<file path="config.mk">
export PLATFORM = sky130hd
export DESIGN_NAME = exe_mem_stage_flat
export DESIGN_NICKNAME = d
export VERILOG_FILES = /design/src/rtl/exe_mem_stage_if.sv /design/src/rtl/exe_mem_stage.sv /design/src/flat_wrapper.sv
export SDC_FILE = /design/constraint.sdc
export NUM_CORES = 1
export LEC_CHECK = 0
export BUFFER_PORTS_ARGS = -buffer_cell sky130_fd_sc_hd__buf_2
export CORE_AREA = 2 2 63 65
export DETAILED_ROUTE_END_ITERATION = 10
export DIE_AREA = 0 0 65 67
export GPL_ROUTABILITY_DRIVEN = 0
export GPL_TIMING_DRIVEN = 0
export MAX_ROUTING_LAYER = met4
export PLACE_DENSITY = 0.81
export SYNTH_ARGS = -nofsm -noshare
export SYNTH_HDL_FRONTEND = slang
export SYNTH_SLANG_ARGS = --single-unit
export TNS_END_PERCENT = 50
</file>
<file path="constraint.sdc">
create_clock -name clk -period 1.2 [get_ports clk]
set_input_delay 0.18 -clock clk [delete_from_list [all_inputs] [get_ports clk]]
set_output_delay 0.18 -clock clk [all_outputs]
set_load 0.005 [all_outputs]
</file>
<file path="src/rtl/exe_mem_stage_if.sv">
// EX/MEM stage bundle: EX-side inputs, ID-side hazard query and registered stage outputs.
// The master drives EX/ID inputs and observes results; the slave is the stage.
interface exe_mem_stage_if #(
    parameter int DATA_W = 16,
    parameter int REG_W  = 4
);
    logic              stall;
    logic              flush;
    logic [1:0]        controlmem_in;
    logic              controlwb_in;
    logic [DATA_W-1:0] alu_in;
    logic [DATA_W-1:0] wdata_in;
    logic [REG_W-1:0]  wreg_in;
    logic [REG_W-1:0]  id_rs_in;
    logic [REG_W-1:0]  id_rt_in;
    logic              id_rs_used;
    logic              id_rt_used;

    logic              valid_out;
    logic              memread_out;
    logic              memwrite_out;
    logic              controlwb_out;
    logic [DATA_W-1:0] alu_out;
    logic [DATA_W-1:0] wdata_out;
    logic [REG_W-1:0]  wreg_out;
    logic              illegal_out;
    logic              fwd_valid_out;
    logic              hazard_out;

    modport master (
        output stall, flush, controlmem_in, controlwb_in, alu_in, wdata_in, wreg_in,
               id_rs_in, id_rt_in, id_rs_used, id_rt_used,
        input  valid_out, memread_out, memwrite_out, controlwb_out, alu_out,
               wdata_out, wreg_out, illegal_out, fwd_valid_out, hazard_out
    );

    modport slave (
        input  stall, flush, controlmem_in, controlwb_in, alu_in, wdata_in, wreg_in,
               id_rs_in, id_rt_in, id_rs_used, id_rt_used,
        output valid_out, memread_out, memwrite_out, controlwb_out, alu_out,
               wdata_out, wreg_out, illegal_out, fwd_valid_out, hazard_out
    );
endinterface

</file>
<file path="src/rtl/exe_mem_stage.sv">
// EX/MEM pipeline register with stall hold, flush-to-bubble, memory-control decode,
// forwarding qualifier and load-use hazard; 1-edge latency, stall holds all state.
// EXE_MEM_NEGEDGE_EN defined: registers update on the falling edge of clk.
module exe_mem_stage #(
    parameter int DATA_W = 16,
    parameter int REG_W  = 4
) (
    input  logic            clk,
    input  logic            rst,
    exe_mem_stage_if.slave  bus
);
    localparam logic [1:0] MEM_NONE    = 2'b00;
    localparam logic [1:0] MEM_READ    = 2'b01;
    localparam logic [1:0] MEM_WRITE   = 2'b10;
    localparam logic [1:0] MEM_ILLEGAL = 2'b11;

    logic              valid_q;
    logic              memread_q;
    logic              memwrite_q;
    logic              wb_q;
    logic              illegal_q;
    logic [DATA_W-1:0] alu_q;
    logic [DATA_W-1:0] wdata_q;
    logic [REG_W-1:0]  wreg_q;

    logic              memread_d;
    logic              memwrite_d;
    logic              wb_d;
    logic              illegal_d;

    // An illegal encoding is kept in the pipe for reporting but stripped of all side effects.
    always_comb begin
        memread_d  = 1'b0;
        memwrite_d = 1'b0;
        wb_d       = bus.controlwb_in;
        illegal_d  = 1'b0;
        case (bus.controlmem_in)
            MEM_NONE:    ;
            MEM_READ:    memread_d  = 1'b1;
            MEM_WRITE:   memwrite_d = 1'b1;
            MEM_ILLEGAL: begin
                wb_d      = 1'b0;
                illegal_d = 1'b1;
            end
            default:     ;
        endcase
    end

`ifdef EXE_MEM_NEGEDGE_EN
    always_ff @(negedge clk) begin
`else
    always_ff @(posedge clk) begin
`endif
        if (!rst || bus.flush) begin
            valid_q    <= 1'b0;
            memread_q  <= 1'b0;
            memwrite_q <= 1'b0;
            wb_q       <= 1'b0;
            illegal_q  <= 1'b0;
            alu_q      <= '0;
            wdata_q    <= '0;
            wreg_q     <= '0;
        end else if (!bus.stall) begin
            valid_q    <= 1'b1;
            memread_q  <= memread_d;
            memwrite_q <= memwrite_d;
            wb_q       <= wb_d;
            illegal_q  <= illegal_d;
            alu_q      <= bus.alu_in;
            wdata_q    <= bus.wdata_in;
            wreg_q     <= bus.wreg_in;
        end
    end

    assign bus.valid_out     = valid_q;
    assign bus.memread_out   = memread_q;
    assign bus.memwrite_out  = memwrite_q;
    assign bus.controlwb_out = wb_q;
    assign bus.illegal_out   = illegal_q;
    assign bus.alu_out       = alu_q;
    assign bus.wdata_out     = wdata_q;
    assign bus.wreg_out      = wreg_q;

    // A load's alu_out is only an address, so it must not be forwarded as the result.
    assign bus.fwd_valid_out = valid_q & wb_q & ~memread_q;

    logic rs_hit;
    logic rt_hit;
    assign rs_hit         = bus.id_rs_used & (bus.id_rs_in == wreg_q);
    assign rt_hit         = bus.id_rt_used & (bus.id_rt_in == wreg_q);
    assign bus.hazard_out = valid_q & memread_q & wb_q & (rs_hit | rt_hit);
endmodule
</file>
<file path="src/flat_wrapper.sv">
// flat-port wrapper written by rule: the top's interface ports become plain ports
module exe_mem_stage_flat 
#(
    parameter int DATA_W = 16,
    parameter int REG_W  = 4
)
  (clk, rst, bus_stall, bus_flush, bus_controlmem_in, bus_controlwb_in, bus_alu_in, bus_wdata_in, bus_wreg_in, bus_id_rs_in, bus_id_rt_in, bus_id_rs_used, bus_id_rt_used, bus_valid_out, bus_memread_out, bus_memwrite_out, bus_controlwb_out, bus_alu_out, bus_wdata_out, bus_wreg_out, bus_illegal_out, bus_fwd_valid_out, bus_hazard_out);
  exe_mem_stage_if #(.DATA_W(DATA_W), .REG_W(REG_W)) bus_i ();
  input  logic clk;
  input  logic rst;
  input wire logic [$bits(bus_i.stall)-1:0] bus_stall;
  input wire logic [$bits(bus_i.flush)-1:0] bus_flush;
  input wire logic [$bits(bus_i.controlmem_in)-1:0] bus_controlmem_in;
  input wire logic [$bits(bus_i.controlwb_in)-1:0] bus_controlwb_in;
  input wire logic [$bits(bus_i.alu_in)-1:0] bus_alu_in;
  input wire logic [$bits(bus_i.wdata_in)-1:0] bus_wdata_in;
  input wire logic [$bits(bus_i.wreg_in)-1:0] bus_wreg_in;
  input wire logic [$bits(bus_i.id_rs_in)-1:0] bus_id_rs_in;
  input wire logic [$bits(bus_i.id_rt_in)-1:0] bus_id_rt_in;
  input wire logic [$bits(bus_i.id_rs_used)-1:0] bus_id_rs_used;
  input wire logic [$bits(bus_i.id_rt_used)-1:0] bus_id_rt_used;
  output wire logic [$bits(bus_i.valid_out)-1:0] bus_valid_out;
  output wire logic [$bits(bus_i.memread_out)-1:0] bus_memread_out;
  output wire logic [$bits(bus_i.memwrite_out)-1:0] bus_memwrite_out;
  output wire logic [$bits(bus_i.controlwb_out)-1:0] bus_controlwb_out;
  output wire logic [$bits(bus_i.alu_out)-1:0] bus_alu_out;
  output wire logic [$bits(bus_i.wdata_out)-1:0] bus_wdata_out;
  output wire logic [$bits(bus_i.wreg_out)-1:0] bus_wreg_out;
  output wire logic [$bits(bus_i.illegal_out)-1:0] bus_illegal_out;
  output wire logic [$bits(bus_i.fwd_valid_out)-1:0] bus_fwd_valid_out;
  output wire logic [$bits(bus_i.hazard_out)-1:0] bus_hazard_out;
  assign bus_i.stall = bus_stall;
  assign bus_i.flush = bus_flush;
  assign bus_i.controlmem_in = bus_controlmem_in;
  assign bus_i.controlwb_in = bus_controlwb_in;
  assign bus_i.alu_in = bus_alu_in;
  assign bus_i.wdata_in = bus_wdata_in;
  assign bus_i.wreg_in = bus_wreg_in;
  assign bus_i.id_rs_in = bus_id_rs_in;
  assign bus_i.id_rt_in = bus_id_rt_in;
  assign bus_i.id_rs_used = bus_id_rs_used;
  assign bus_i.id_rt_used = bus_id_rt_used;
  assign bus_valid_out = bus_i.valid_out;
  assign bus_memread_out = bus_i.memread_out;
  assign bus_memwrite_out = bus_i.memwrite_out;
  assign bus_controlwb_out = bus_i.controlwb_out;
  assign bus_alu_out = bus_i.alu_out;
  assign bus_wdata_out = bus_i.wdata_out;
  assign bus_wreg_out = bus_i.wreg_out;
  assign bus_illegal_out = bus_i.illegal_out;
  assign bus_fwd_valid_out = bus_i.fwd_valid_out;
  assign bus_hazard_out = bus_i.hazard_out;
  exe_mem_stage #(.DATA_W(DATA_W), .REG_W(REG_W)) u_core (.clk(clk), .rst(rst), .bus(bus_i));
endmodule
</file>
==> results.yml, run 1 <==
sta:
  finalCriticalPeriod_ns: 1.37
  final.setup.worst_slack_ns: -0.174
  slew_headroom_pct: 89.3
  fin_worst_skew_ns: 0
  setup_viol: 1
  tightestPinTransition_ns: 0.156
  drv_slew: 0
  hold_violations: 0
  fmax_ghz: 0.728
  period_share_pct: 114
  rsz0062_at_grt: "true"
  hold_ws_ns: 0.117
route:
  drcViolationCount: 0
  routed_via_density: 4.63
  wl_per_cell_microns: 11.4
  wl_microns: 3460
  drt-pass1-iter-count: 4
  drtIter0Drc: 47
  vias: 1409
  ant_nets: 0
global_route:
  grt.busiest_layer: "met2"
  groute.layer.met1.usage_pct: 17.4
  grt_overflow: 0
  use_met2_pct: 30.9
  antenna_found_initial: 0
  grt_pass1_wl_microns: 5410
  grt_max_degree: 13
  track_usage_pct: 17.2
  grt_pass1_vias: 1340
  grt_use_met3_pct: 6.76
die:
  io_pins: 96
  start_util_pct: 44.7
  die_h_microns: 67
  placementRows: 22
  die-area_sq_mm: 0.00436
  core_sq_mm: 0.00361
  fp.dieW_microns: 65
critical_path:
  crit_chain: "xnor2_2, nand4_1, o22ai_1, buf_2"
  timing.critical_path.from_type: "register"
  worstReg2RegStart: "u_core.bus.memread_out"
  cp_max_fo: 4
  crit_arrival_ns: 1.19
  crit_type: "reg2out"
  r2r_setup_slack_ns: 0.51
  cp-end-kind: "output pin"
  r2r-end: "u_core.bus.memread_out"
  r2r_cells: 2
  cpPeakStageDelay_ns: 0.39
  slowest_stage: "dfxtp_4"
  cp.required_ns: 1.02
finish:
  nNetsFinal: 308
  fin_cells: 304
  layout_common_cells: "buf_2, nor2_1, dfxtp_1"
  layout_commonest_cell: "buf_2"
  area_growth_pct: 41.7
  multi_input_area_sq_um: 712
  fill_cells: 327
  fin_util_pct: 63.3
  n_antenna_cell: 0
  regArea_sq_um: 831
  post_route_cells_drive_above_1_share_pct: 46.9
logic_synthesis:
  syn_nets: 207
  ys_top_cells_by_area: "dfxtp_1, mux2i_1, nor2_1"
  ys_seq_area_share_pct: 50.9
  synth_top_area_cell: "dfxtp_1"
  syn_inst: 154
  synth_warnings: 0
  synth-seq-cells: 41
  yosysTopAreaCellShare_pct: 50.9
  synth.avg_cell_area_sq_um: 10.5
  synth_area_sq_mm: 0.00161
  ys_types: 18
clocking:
  path_clk_slew_ns: 0.07
  cts_buffer_depth: 2
  cts_tree: "done"
  h-tree-depth: 2
  cts_buffers: 5
  cts_setup_buffers: 0
  clk_latency_ns: 0.29
  holdBufCountCts: 0
  cts_num_sinks: 41
  clock-root-buffer: "clkbuf_8"
hold_path:
  whs_path_depth: 3
  min_from: "bus_wdata_in[1]"
  hp-class: "in2reg"
  hold_end: "u_core.bus.wdata_out[1]"
pwr:
  power.leakage_uw: 0.00120
  cellPowerDensity_mw_per_mm2: 1200
  ir_drop_v: 0.000918
flow_run:
  drv_cap: 0
placed_design:
  numPortBuffers: 94
  pre_cts_slack_ns: 0.0593
  dpl.cell_count: 296
  dpl.hpwl_microns: 2650
run_status:
  status: "finished with violations"
  failed_checks: "setup timing"
## power by group
part	internal (uW)	leakage, uW	switching (uW)	total [uW]
Combinational	203	0.000806	149	352
Clock	519	0.0000542	444	963
Sequential	1400	0.000336	27.5	1430
## worst max-delay path by stage
stage	startpoint	endpoint	cells after the start
6_report	u_core.bus.wreg_out[0]	bus_hazard_out	4
5_1_grt	u_core.bus.wreg_out[2]	bus_hazard_out	4
4_1_cts	u_core.bus.wreg_out[3]	bus_hazard_out	4
3_5_place_dp	u_core.bus.wreg_out[0]	bus_hazard_out	4
3_3_place_gp	u_core.bus.wreg_out[0]	bus_hazard_out	4
2_1_floorplan	u_core.bus.wreg_out[2]	bus_hazard_out	3
## stage by stage
stage	setup TNS [ns]	instance area, sq um	power [uW]
after detailed placement	0	2140	1810
after CTS	-0.174	2280	2780
after global placement	0	2140	1800
after global routing	-0.269	2280	2890
after floorplan	0	1610	1650
final	-0.174	2280	2740
## sequential cells by signal, indices dropped and copies added (netlist names)
name                      cells
u_core.bus.wreg_out           4
u_core.bus.valid_out          1
u_core.bus.memread_out        1
u_core.bus.illegal_out        1
u_core.bus.memwrite_out       1
u_core.bus.alu_out           16
u_core.bus.wdata_out         16
u_core.bus.controlwb_out      1
## critical path, delay by kind of cell, from the launching register on
family          cells  cell delay (ns)
flops               1             0.39
compound gates      1             0.16
buf+inv             1             0.13
xor+xnor            1             0.11
simple gates        1             0.11
## Yosys cell counts, drive strengths merged
library cell and count:
a21oi 3, a22oi 1, buf 10, dfxtp 41
inv 1, mux2i 36, nand2 4, nand2b 1
nand3b 1, nand4 4, nor2 40, nor2b 1
nor3b 1, o21ai 1, o22ai 1, xnor2 8
## metal layers
layer / wire (microns) / vias to the layer above
li1: - / 711
met5: 0 / -
met2: 1760 / 55
met3: 250 / 4
met4: 36 / 0
met1: 1410 / 639
## cell type report
cell class | instances | area share (%)
sequential | 41 | 36.4
clock buffer | 7 | 4.22
inverter | 1 | 0.164
tap | 48 | 2.63
clock inverter | 1 | 0.219
buffer | 10 | 4.60
multi-input combinational | 102 | 31.2
timing repair buffer | 94 | 20.6
## timing repair
action	in CTS	in global routing
resized for setup	9	1
pin swaps	7	0
endpoints found under the setup margin	1	1
endpoints found under the hold margin	0	0
## cell families (layout without fill, tap and decap cells)
| group | count (synthesis) | count (layout) | synth area share, % |
|---|---|---|---|
| flops | 41 | 41 | 50.9 |
| simple gates | 52 | 52 | 13.5 |
| mux | 36 | 36 | 22.4 |
| buf+inv | 11 | 113 | 6.75 |
| xor+xnor | 8 | 8 | 4.35 |
| compound gates | 6 | 6 | 2.10 |
No activity file was read; power rests on OpenSTA's default activity.
==> run 2: changes to the inputs <==
CTS_BUF_LIST = sky130_fd_sc_hd__clkbuf_2   (was unset)
SKIP_CTS_REPAIR_TIMING = 1   (was unset)
==> results.yml, run 2 (synthesis results as in run 1) <==
run_status:
  status: "finished with violations"
  failed_checks: "setup timing"
placed_design:
  dpl.hpwl_microns: 2650
  dpl.cell_count: 296
  numPortBuffers: 94
  pre_cts_slack_ns: 0.0593
flow_run:
  drv_cap: 0
die:
  start_util_pct: 44.7
  die-area_sq_mm: 0.00436
  fp.dieW_microns: 65
  placementRows: 22
  core_sq_mm: 0.00361
  die_h_microns: 67
  io_pins: 96
critical_path:
  cp.required_ns: 1.02
  r2r_cells: 2
  path_depth: 4
  crit_chain: "xnor2_2, nand4_1, o22ai_1, buf_2"
  endpoint: "bus_hazard_out"
  timing.critical_path.from_type: "register"
  cp-end-kind: "output pin"
  worstReg2RegStart: "u_core.bus.memread_out"
  cpPeakStageDelay_ns: 0.41
  path_buf_inv: 1
  r2r-end: "u_core.bus.memread_out"
  cp_max_fo: 4
  crit_type: "reg2out"
  crit_arrival_ns: 1.34
  r2r_setup_slack_ns: 0.51
  slowest_stage: "dfxtp_4"
  crit_start: "u_core.bus.wreg_out[3]"
  cp_top_family: "flip-flops"
finish:
  fin_cells: 324
  layout_commonest_cell: "buf_2"
  n_antenna_cell: 0
  area_growth_pct: 52.3
  nNetsFinal: 328
  layout_common_cells: "buf_2, nor2_1, mux2i_1"
  post_route_cells_drive_above_1_share_pct: 44.9
  fin_util_pct: 68.0
pwr:
  p_int_uw: 1780
  switching_power_uw: 613
  ir_drop_v: 0.000752
  seqPwrFrac_pct: 59.8
  power.leakage_uw: 0.00127
  switching_share_pct: 25.6
  cellPowerDensity_mw_per_mm2: 975
  clkPwrFrac_pct: 22.9
  pwr-share-comb_pct: 17.3
clocking:
  cts_buffers: 5
  h-tree-depth: 2
  path_clk_slew_ns: 0.19
  cts_buffer_depth: 2
  clk_latency_ns: 0.37
  cts_tree: "done"
  clock-root-buffer: "clkbuf_2"
  cts_num_sinks: 41
global_route:
  grt_overflow: 0
  grt_pass1_wl_microns: 5440
  antenna_found_initial: 0
  grt_pass1_vias: 1344
  grt_max_degree: 13
  track_usage_pct: 17.2
route:
  routed_via_density: 4.61
  ant_nets: 0
  drtIter0Drc: 51
  drt-pass1-iter-count: 4
  wl_per_cell_microns: 12.0
  wl_microns: 3880
  vias: 1494
  drcViolationCount: 0
sta:
  drv_slew: 0
  setup_viol: 2
  finalCriticalPeriod_ns: 1.52
  tightestPinTransition_ns: 0.197
  fin_worst_skew_ns: 0
  fin_setup_tns_ns: -0.331
  final.setup.worst_slack_ns: -0.316
  hold_violations: 0
  period_share_pct: 126
  slew_headroom_pct: 86.9
  fmax_ghz: 0.660
  rsz0062_at_grt: "true"
hold_path:
  hp-class: "in2reg"
==> run 2: metrics by stage <==
step	hold WS (ns)	instance area [sq um]	total power [uW]
CTS	-0.0176	2180	2360
finish	0.0158	2450	2390
floorplan	0.324	1610	1650
detailed placement	0.420	2140	1810
global placement	0.408	2140	1800
global route	0.000438	2450	2530
==> run 2: per-layer routing <==
| layer | track usage, % | share of wire [%] | up-vias |
|---|---|---|---|
| li1 | - | - | 753 |
| met1 | 17.2 | 40 | 678 |
| met2 | 30.8 | 53 | 57 |
| met3 | 5.91 | 6.2 | 6 |
| met4 | 6.91 | 1.2 | 0 |
| met5 | - | 0 | - |
==> run 2: area by class of cell <==
type | instances | area [sq um]
flip-flops and latches | 41 | 842
clock inverters | 3 | 12.5
well taps | 48 | 60.1
multi-input cells | 102 | 734
inverters | 1 | 3.75
fillers | 308 | 1150
repair buffers | 114 | 671
plain buffers | 10 | 105
clock buffers | 5 | 25.0
==> run 2: worst min path at each step <==
stage,startpoint,to,slack [ns],cells after the start
final,bus_wdata_in[15],u_core.bus.wdata_out[15],0.02,3
after global placement,bus_alu_in[14],u_core.bus.alu_out[14],0.41,3
after detailed placement,bus_alu_in[3],u_core.bus.alu_out[3],0.42,3
after CTS,bus_wdata_in[1],u_core.bus.wdata_out[1],-0.02,3
after global routing,bus_alu_in[7],u_core.bus.alu_out[7],0.0004,3
after floorplan,bus_alu_in[0],u_core.bus.alu_out[0],0.32,2
==> run 2: power by group through the flow <==
stage	clock network [uW]	logic (uW)	registers, uW
3_5_place_dp	0	347	1460
5_1_grt	636	453	1440
4_1_cts	576	349	1430
3_3_place_gp	0	339	1460
6_report	548	415	1430
2_1_floorplan	0	188	1470
==> run 2: worst reg2reg max path, stage by stage, from the launching register on <==
cell     delay, ns
dfxtp_2       0.39
a22oi_1       0.18
nor2_1        0.05
==> run 3: changes to the inputs <==
ABC_AREA = 1   (was unset)
CAP_MARGIN = 40   (was unset)
CELL_PAD_IN_SITES_DETAIL_PLACEMENT = 0   (was unset)
CELL_PAD_IN_SITES_GLOBAL_PLACEMENT = 1   (was unset)
CORE_AREA = 2 2 75 77   (was 2 2 63 65)
DIE_AREA = 0 0 77 79   (was 0 0 65 67)
PLACE_DENSITY = unset   (was 0.81)
PLACE_DENSITY_LB_ADDON = 0.1   (was unset)
==> results.yml, run 3 <==
run_status:
  status: "finished with violations"
  failed_checks: "setup timing"
logic_synthesis:
  synth_warnings: 0
  synthFlopType: "dfxtp_1"
  async_flop_share_pct: 0
  ys_seq_area_share_pct: 48.0
  synth_area_sq_mm: 0.00171
  synth_compound_area_share_pct: 18.8
  synth_edf_count: 0
  synth_top_area_cell: "dfxtp_1"
  yosysMostFrequentCell: "nand2_1"
  synth_fa_ha_area_share_pct: 0
  synth_common_cells: "nand2_1, dfxtp_1, a21oi_2, a21oi_1, nor2_1"
  synth_simple_gate_area_share_pct: 22.9
  syn_nets: 266
  synth_xor_area_share_pct: 1.02
  synth-seq-cells: 41
  yosys-mux-area-fraction_pct: 0
  synth.avg_cell_area_sq_um: 8.03
  yosysTopAreaCellShare_pct: 48.0
  ys_top_cells_by_area: "dfxtp_1, nand2_1, a21oi_2"
  synth_top_family_by_area: "simple AND/OR/NAND/NOR gates"
  ys_types: 17
  syn_inst: 213
clocking:
  cts_num_sinks: 41
  clock-root-buffer: "clkbuf_2"
  cts_tree: "done"
  cts_buffer_depth: 2
  cts_buffers: 5
  h-tree-depth: 2
  path_clk_slew_ns: 0.21
  clk_latency_ns: 0.37
pwr:
  clkPwrFrac_pct: 23.3
  ir_drop_v: 0.000471
  pwr-share-comb_pct: 18.1
  power.leakage_uw: 0.00127
  seqPwrFrac_pct: 58.6
  switching_share_pct: 27.5
  p_int_uw: 1770
  cellPowerDensity_mw_per_mm2: 926
  switching_power_uw: 674
  total_power_uw: 2450
finish:
  fin_cells: 417
  post_route_cells_drive_above_1_share_pct: 44.1
  nNetsFinal: 398
  area_growth_pct: 54.4
  fin_util_pct: 49.5
  final_cell_area_sq_mm: 0.00264
  n_antenna_cell: 0
  layout_commonest_cell: "buf_2"
  layout_common_cells: "buf_2, nand2_1, dfxtp_1"
route:
  wl_microns: 4590
  wl_per_cell_microns: 11.0
  drt-pass1-iter-count: 4
  drtIter0Drc: 57
  drcViolationCount: 0
  routed_via_density: 4.32
  ant_nets: 0
  vias: 1801
critical_path:
  crit_type: "reg2out"
  worstReg2RegStart: "u_core.bus.controlwb_out"
  cp-end-kind: "output pin"
  crit_arrival_ns: 1.38
  r2r_cells: 3
  cpMostUsedCell: "nand2_1"
  crit_start: "u_core.bus.wreg_out[1]"
  cp_max_fo: 4
  cp.required_ns: 1.02
  timing.critical_path.from_type: "register"
  cpPeakStageDelay_ns: 0.39
  crit_chain: "inv_2, nand2_1, nand2_1, nor2_1, nand3_1, a21oi_2, buf_2"
  slowest_stage: "dfxtp_2"
die:
  start_util_pct: 32.0
  die-area_sq_mm: 0.00608
  io_pins: 96
  fp.dieW_microns: 77
  placementRows: 27
  die_h_microns: 79
  core_sq_mm: 0.00534
global_route:
  antenna_found_initial: 0
  grt_pass1_vias: 1520
  grt_overflow: 0
  track_usage_pct: 14.8
  grt_pass1_wl_microns: 6970
  grt_max_degree: 13
placed_design:
  place_area_sq_mm: 0.00227
  dpl.hpwl_microns: 3200
  dpl.cell_count: 379
  numPortBuffers: 94
  pre_cts_slack_ns: 0.0497
flow_run:
  drv_cap: 0
sta:
  tightestPinTransition_ns: 0.210
  hold_violations: 0
  fin_worst_skew_ns: 0
  finalCriticalPeriod_ns: 1.56
  rsz0062_at_grt: "true"
  fmax_ghz: 0.643
  setup_viol: 2
  period_share_pct: 130
  final.setup.worst_slack_ns: -0.356
  slew_headroom_pct: 86.0
  drv_slew: 0
hold_path:
  hp-class: "in2reg"
  min_from: "bus_alu_in[12]"
  whs_path_depth: 3
run 3: cell type report:
| cell class | count | area, sq um |
|---|---|---|
| inverter | 11 | 46.3 |
| fill | 567 | 2700 |
| multi-input combinational | 149 | 743 |
| clock inverter | 2 | 11.3 |
| tap | 72 | 90.1 |
| timing repair buffer | 125 | 776 |
| clock buffer | 5 | 25.0 |
| sequential | 41 | 837 |
| buffer | 12 | 113 |
run 3: worst paths after layout:
| path | end | slack, ns |
|---|---|---|
| max | bus_hazard_out | -0.36 |
| min | u_core.bus.alu_out[12] | 0.01 |
| max reg2reg | u_core.bus.controlwb_out | 0.46 |
| min reg2reg | u_core.bus.alu_out[15] | 0.47 |
run 3: through the flow:
step | hold slack (ns) | setup TNS (ns)
3_3_place_gp | 0.430 | 0
6_report | 0.0116 | -0.387
5_1_grt | 0.00595 | -0.613
4_1_cts | -0.0312 | -0.545
3_5_place_dp | 0.434 | 0
2_1_floorplan | 0.320 | 0
run 3: logic make-up after synthesis:
| kind of cell | Yosys count |
|---|---|
| AO/OA/AOI/OAI | 46 |
| XOR/XNOR | 2 |
| buffers and inverters | 23 |
| flip-flops | 41 |
| AND/OR/NAND/NOR | 101 |
run 3: power groups by stage:
stage	Clock, uW	Sequential, uW	Combinational [uW]
CTS	592	1440	370
detailed placement	0	1460	369
global route	640	1440	495
floorplan	0	1470	193
global placement	0	1460	368
finish	569	1430	443
run 3: per-layer routing:
| metal | global-route usage [%] | part of all wire [%] |
|---|---|---|
| met5 | - | 0 |
| met2 | 22.6 | 45 |
| met3 | 3.98 | 6.1 |
| met1 | 19.1 | 47 |
| met4 | 4.82 | 1.1 |
run 3: critical path, delay by kind of cell, from the launching register on:
kind	cells	cell delay, ns
flip-flops	1	0.39
buffers and inverters	2	0.17
AO/OA/AOI/OAI	1	0.14
AND/OR/NAND/NOR	4	0.27
